===== config.mk =====
export PLATFORM = sky130hd
export DESIGN_NAME = reset_release_sequencer
export DESIGN_NICKNAME = d
export VERILOG_FILES = /design/src/rtl/reset_release_sequencer.sv
export SDC_FILE = /design/constraint.sdc
export NUM_CORES = 1
export LEC_CHECK = 0
export ABC_AREA = 0
export CAP_MARGIN = 20
export CORE_UTILIZATION = 30
export DETAILED_ROUTE_END_ITERATION = 8
export HOLD_SLACK_MARGIN = 0.08
export SETUP_SLACK_MARGIN = 0.1
export SYNTH_ARGS = -nofsm -noshare
export SYNTH_HDL_FRONTEND = slang
export SYNTH_SLANG_ARGS = --single-unit

===== constraint.sdc =====
create_clock -name clk -period 2.5 [get_ports clk]
set_clock_uncertainty 0.15 [all_clocks]
set_input_delay 0.75 -clock clk [delete_from_list [all_inputs] [get_ports clk]]
set_output_delay 0.75 -clock clk [all_outputs]
set_load 0.05 [all_outputs]

===== src/rtl/reset_release_sequencer.sv =====
// reset_release_sequencer
// Brings a chain of downstream blocks out of reset one at a time, in index
// order. A stage is released, then its done flag is awaited (optionally under
// a timeout) before a fixed idle gap and the release of the next stage.
// All outputs come straight from flops.
module reset_release_sequencer #(
    parameter int NUM_STAGES = 4,
    parameter int TMO_W      = 8,
    parameter int GAP_CYCLES = 2,
    localparam int IDX_W     = (NUM_STAGES > 1) ? $clog2(NUM_STAGES) : 1
) (
    input  logic                  clk,
    input  logic                  rst,
    input  logic                  start,
    input  logic                  abort,
    input  logic [TMO_W-1:0]      timeout_cycles,
    input  logic [NUM_STAGES-1:0] stage_done_in,
    output logic [NUM_STAGES-1:0] stage_rst_out,
    output logic                  busy,
    output logic                  all_done,
    output logic                  error,
    output logic [IDX_W-1:0]      err_stage
);

    localparam int GAP_W = (GAP_CYCLES > 1) ? $clog2(GAP_CYCLES + 1) : 1;
    localparam logic [IDX_W-1:0] LAST_IDX = IDX_W'(NUM_STAGES - 1);
    localparam logic [GAP_W-1:0] GAP_LOAD = GAP_W'(GAP_CYCLES);

    typedef enum logic [2:0] {
        S_IDLE,
        S_RELEASE,
        S_WAIT_DONE,
        S_GAP,
        S_COMPLETE,
        S_FAULT
    } state_t;

    state_t                  state_reg, state_next;
    logic [IDX_W-1:0]        idx_reg, idx_next;
    logic [TMO_W-1:0]        timer_reg, timer_next;
    logic                    tmo_en_reg, tmo_en_next;
    logic [GAP_W-1:0]        gap_reg, gap_next;
    logic [NUM_STAGES-1:0]   stage_rst_reg, stage_rst_next;
    logic                    busy_reg, busy_next;
    logic                    all_done_reg, all_done_next;
    logic                    error_reg, error_next;
    logic [IDX_W-1:0]        err_stage_reg, err_stage_next;

    // One-hot decode of the current stage index; used both to pick the
    // done bit being awaited and to clear/set that stage's reset bit.
    logic [NUM_STAGES-1:0]   idx_onehot;
    logic                    done_sel;

    genvar gi;
    generate
        for (gi = 0; gi < NUM_STAGES; gi++) begin : g_idx_sel
            assign idx_onehot[gi] = (idx_reg == IDX_W'(gi));
        end
    endgenerate

    assign done_sel = |(stage_done_in & idx_onehot);

    // State and registered-output flops; reset puts every stage back in reset.
    always_ff @(posedge clk or posedge rst) begin
        if (rst) begin
            state_reg     <= S_IDLE;
            idx_reg       <= '0;
            timer_reg     <= '0;
            tmo_en_reg    <= 1'b0;
            gap_reg       <= '0;
            stage_rst_reg <= '1;
            busy_reg      <= 1'b0;
            all_done_reg  <= 1'b0;
            error_reg     <= 1'b0;
            err_stage_reg <= '0;
        end else begin
            state_reg     <= state_next;
            idx_reg       <= idx_next;
            timer_reg     <= timer_next;
            tmo_en_reg    <= tmo_en_next;
            gap_reg       <= gap_next;
            stage_rst_reg <= stage_rst_next;
            busy_reg      <= busy_next;
            all_done_reg  <= all_done_next;
            error_reg     <= error_next;
            err_stage_reg <= err_stage_next;
        end
    end

    // Next-state and next-output logic; abort overrides everything.
    always_comb begin
        state_next     = state_reg;
        idx_next       = idx_reg;
        timer_next     = timer_reg;
        tmo_en_next    = tmo_en_reg;
        gap_next       = gap_reg;
        stage_rst_next = stage_rst_reg;
        all_done_next  = all_done_reg;
        error_next     = error_reg;
        err_stage_next = err_stage_reg;

        if (abort) begin
            state_next     = S_IDLE;
            idx_next       = '0;
            timer_next     = '0;
            tmo_en_next    = 1'b0;
            gap_next       = '0;
            stage_rst_next = '1;
            all_done_next  = 1'b0;
            error_next     = 1'b0;
            err_stage_next = '0;
        end else begin
            case (state_reg)
                S_IDLE: begin
                    if (start) begin
                        state_next = S_RELEASE;
                        idx_next   = '0;
                    end
                end
                S_RELEASE: begin
                    // Timeout is captured here so a change mid-wait has no effect.
                    stage_rst_next = stage_rst_reg & ~idx_onehot;
                    timer_next     = timeout_cycles;
                    tmo_en_next    = |timeout_cycles;
                    state_next     = S_WAIT_DONE;
                end
                S_WAIT_DONE: begin
                    // Done is checked before the timer, so a done arriving on
                    // the expiry edge is still accepted.
                    if (done_sel) begin
                        if (idx_reg == LAST_IDX) begin
                            state_next    = S_COMPLETE;
                            all_done_next = 1'b1;
                        end else if (GAP_CYCLES == 0) begin
                            state_next = S_RELEASE;
                            idx_next   = idx_reg + IDX_W'(1);
                        end else begin
                            state_next = S_GAP;
                            gap_next   = GAP_LOAD;
                        end
                    end else if (tmo_en_reg && (timer_reg == '0)) begin
                        state_next     = S_FAULT;
                        error_next     = 1'b1;
                        err_stage_next = idx_reg;
                        stage_rst_next = stage_rst_reg | idx_onehot;
                    end else if (timer_reg != '0) begin
                        timer_next = timer_reg - TMO_W'(1);
                    end
                end
                S_GAP: begin
                    if (gap_reg <= GAP_W'(1)) begin
                        state_next = S_RELEASE;
                        idx_next   = idx_reg + IDX_W'(1);
                    end else begin
                        gap_next = gap_reg - GAP_W'(1);
                    end
                end
                S_COMPLETE: begin
                    state_next = S_COMPLETE;
                end
                S_FAULT: begin
                    state_next = S_FAULT;
                end
                default: begin
                    state_next = S_IDLE;
                end
            endcase
        end

        busy_next = (state_next == S_RELEASE) || (state_next == S_WAIT_DONE) ||
                    (state_next == S_GAP);
    end

    assign stage_rst_out = stage_rst_reg;
    assign busy          = busy_reg;
    assign all_done      = all_done_reg;
    assign error         = error_reg;
    assign err_stage     = err_stage_reg;

endmodule


==> results.py <==
metrics = {
    "worst_setup_path": {
        "crit_required_ns": 1.60,
        "cp-end-kind": "output pin",
        "crit_type": "reg -> out",
        "worst-path-buf-inv": 1,
        "cp_top_family": "buffers and inverters",
        "cp_slowest_stage_delay_ns": 0.81,
        "crit_path_cell_trace": "clkdlybuf4s50_1",
        "start_kind": "flip-flop",
        "arrival_ns": 1.45,
        "slowest_stage": "clkdlybuf4s50_1",
        "crit_fanout": 2,
    },
    "place": {
        "io_buffers": 24,
        "place.gp.congestion": 0.819,
        "hpwl_mm": 2.65,
        "pre_cts_slack_ns": -0.306,
        "dpl_cell_area_sq_mm": 0.00188,
    },
    "drt": {
        "drt_first_iter_violations": 72,
        "drc": 0,
        "ant_nets": 0,
        "routed_via_density": 5.26,
        "first_pass_iters": 4,
        "wire_per_inst_um": 14.8,
        "wl_mm": 3.80,
        "vias": 1351,
    },
    "clock_network": {
        "cts-root-buf": "clkbuf_8",
        "insertion_delay_ns": 0.27,
        "cts.path.max_buffers": 2,
        "cts_num_sinks": 25,
        "numCtsBuffers": 3,
        "clk_pin_slew_worst_paths_ns": 0.10,
        "cts_tree": "done",
        "htree_levels": 1,
    },
    "sta": {
        "post-route-period-util": 0.940,
        "max_freq_ghz": 0.425,
        "slew_viol_final": 0,
        "hold_ws_ns": 0.348,
        "setup_viol": 0,
        "layout_setup_ws_ns": 0.150,
        "setup_tns_ns": 0,
        "hold_violations": 0,
        "min_period_ns": 2.35,
        "rsz0062_at_grt": "false",
        "worstMarginPinSlew_ns": 0.499,
        "max_slew_margin": 0.666,
    },
    "synth": {
        "synth.top_cell.area_share": 0.349,
        "synth_top_area_cell": "dfrtp_1",
        "synth-seq-cells": 25,
        "synth_enable_flop_cells": 0,
        "netlist_area_sq_mm": 0.00151,
        "synth_flop_cell": "dfrtp_1",
        "synth-seq-area-share": 0.419,
        "syn_nets": 177,
        "synthTopCellsByArea": "dfrtp_1 (35%), dfstp_2 (7.0%), ha_1 (5.8%)",
        "synthArstFlopShare": 1.00,
        "avgSynthCellArea_sq_um": 9.78,
        "yosysWarningCount": 0,
        "netlist_instances": 154,
        "synth_cell_types": 55,
    },
    "finish": {
        "final_cell_mix": "dfrtp_1 (20), buf_4 (20), clkdlybuf4s50_1 (17)",
        "fin_nets": 214,
        "layout-drive-gt1-share": 0.205,
        "final_area_sq_mm": 0.00198,
        "fin_util": 0.414,
        "largest_register_ffs": 8,
        "diodes": 0,
        "syn2layout_area_growth_pct": 31.6,
    },
    "floorplan": {
        "die_area_sq_mm": 0.00531,
        "chipWidth_um": 72.9,
        "placementRows": 25,
        "ios": 25,
        "core-area_sq_mm": 0.00479,
        "die_h_um": 72.9,
        "start_util": 0.315,
    },
    "global_routing": {
        "grt_overflow": 0,
        "grtUsageTotal": 0.153,
        "grt_pass1_wl_mm": 6.30,
        "grt_max_degree": 26,
        "antenna_found_initial": 0,
        "grt_pass1_vias": 1361,
    },
    "worst_hold_path": {
        "hp-class": "reg -> reg",
    },
    "status": {
        "status": "finished, final reports clean",
    },
    "power_and_ir_drop": {
        "p_per_area_mw_per_mm2": 523,
        "ir_worst_vdd_v": 0.000200,
        "power_leakage_nw": 0.820,
    },
    "flow_run": {
        "max-cap-violations": 0,
    },
}
==> through the flow <==
stage,total power [mW],instances
after floorplan,0.667,154
after global placement,0.771,249
after detailed placement,0.776,249
after CTS,1.04,255
after global routing,1.10,257
final,1.04,257
==> kinds of logic after synthesis <==
family | synth area share
AO/OA/AOI/OAI | 0.258
AND/OR/NAND/NOR | 0.188
multiplexers | 0.0266
buffers and inverters | 0.0448
flip-flops | 0.419
adder cells (fa/ha/maj) | 0.0581
XOR/XNOR | 0.00582
==> synth_stat cells, types with 4 or more instances <==
master    number
dfrtp_1       21
nor2b_1        4
nor2_1         6
inv_1          9
dfstp_2        4
a21oi_1        9
clkbuf_1       6
nor3_1         4
nand2_1       15
ha_1           7
mux2i_1        4
==> routing by layer <==
| layer | share of wire | vias up | global-route usage | wire length [um] |
|---|---|---|---|---|
| li1 | - | 657 | - | - |
| met1 | 0.50 | 665 | 0.208 | 1890 |
| met2 | 0.46 | 27 | 0.246 | 1770 |
| met3 | 0.034 | 2 | 0.0262 | 130 |
| met4 | 0.0050 | 0 | 0.0545 | 19 |
| met5 | 0 | - | 0 | 0 |
==> path summary, 6_finish.rpt <==
check,startpoint,to,slack [ns],cells past startpoint
worst max-delay path,all_done$_DFFE_PP0P_,all_done,0.15,1
worst min-delay path,error$_DFFE_PP0P_,error$_DFFE_PP0P_,0.35,1
worst max register to register,idx_reg[0]$_DFFE_PP0P_,busy$_DFF_PP0_,0.18,8
worst min register to register,error$_DFFE_PP0P_,error$_DFFE_PP0P_,0.35,1
max in group asynchronous,rst,stage_rst_out[0]$_DFFE_PP1P_,1.21,3
min in group asynchronous,rst,timer_reg[5]$_DFFE_PP0P_,0.68,3
==> final cells by class <==
class	count	area (sq um)
clock buffers	4	45.0
fillers	465	2800
inverters	9	33.8
multi-input cells	112	842
flip-flops and latches	25	632
well taps	67	83.8
repair buffers	40	347
==> repair_timing <==
action	4_1_cts	5_1_grt
gates resized for setup	8	3
endpoints found under the setup margin	10	8
hold buffers	0	0
pin swaps	3	1
buffers inserted	2	2
==> where the power goes <==
| part | internal, mW | switching, mW | leakage [nW] |
|---|---|---|---|
| registers | 0.436 | 0.0371 | 0.327 |
| clock network | 0.114 | 0.133 | 0.0228 |
| logic | 0.143 | 0.174 | 0.470 |
| total | 0.693 | 0.344 | 0.820 |
(Power assumes the default switching activity.)
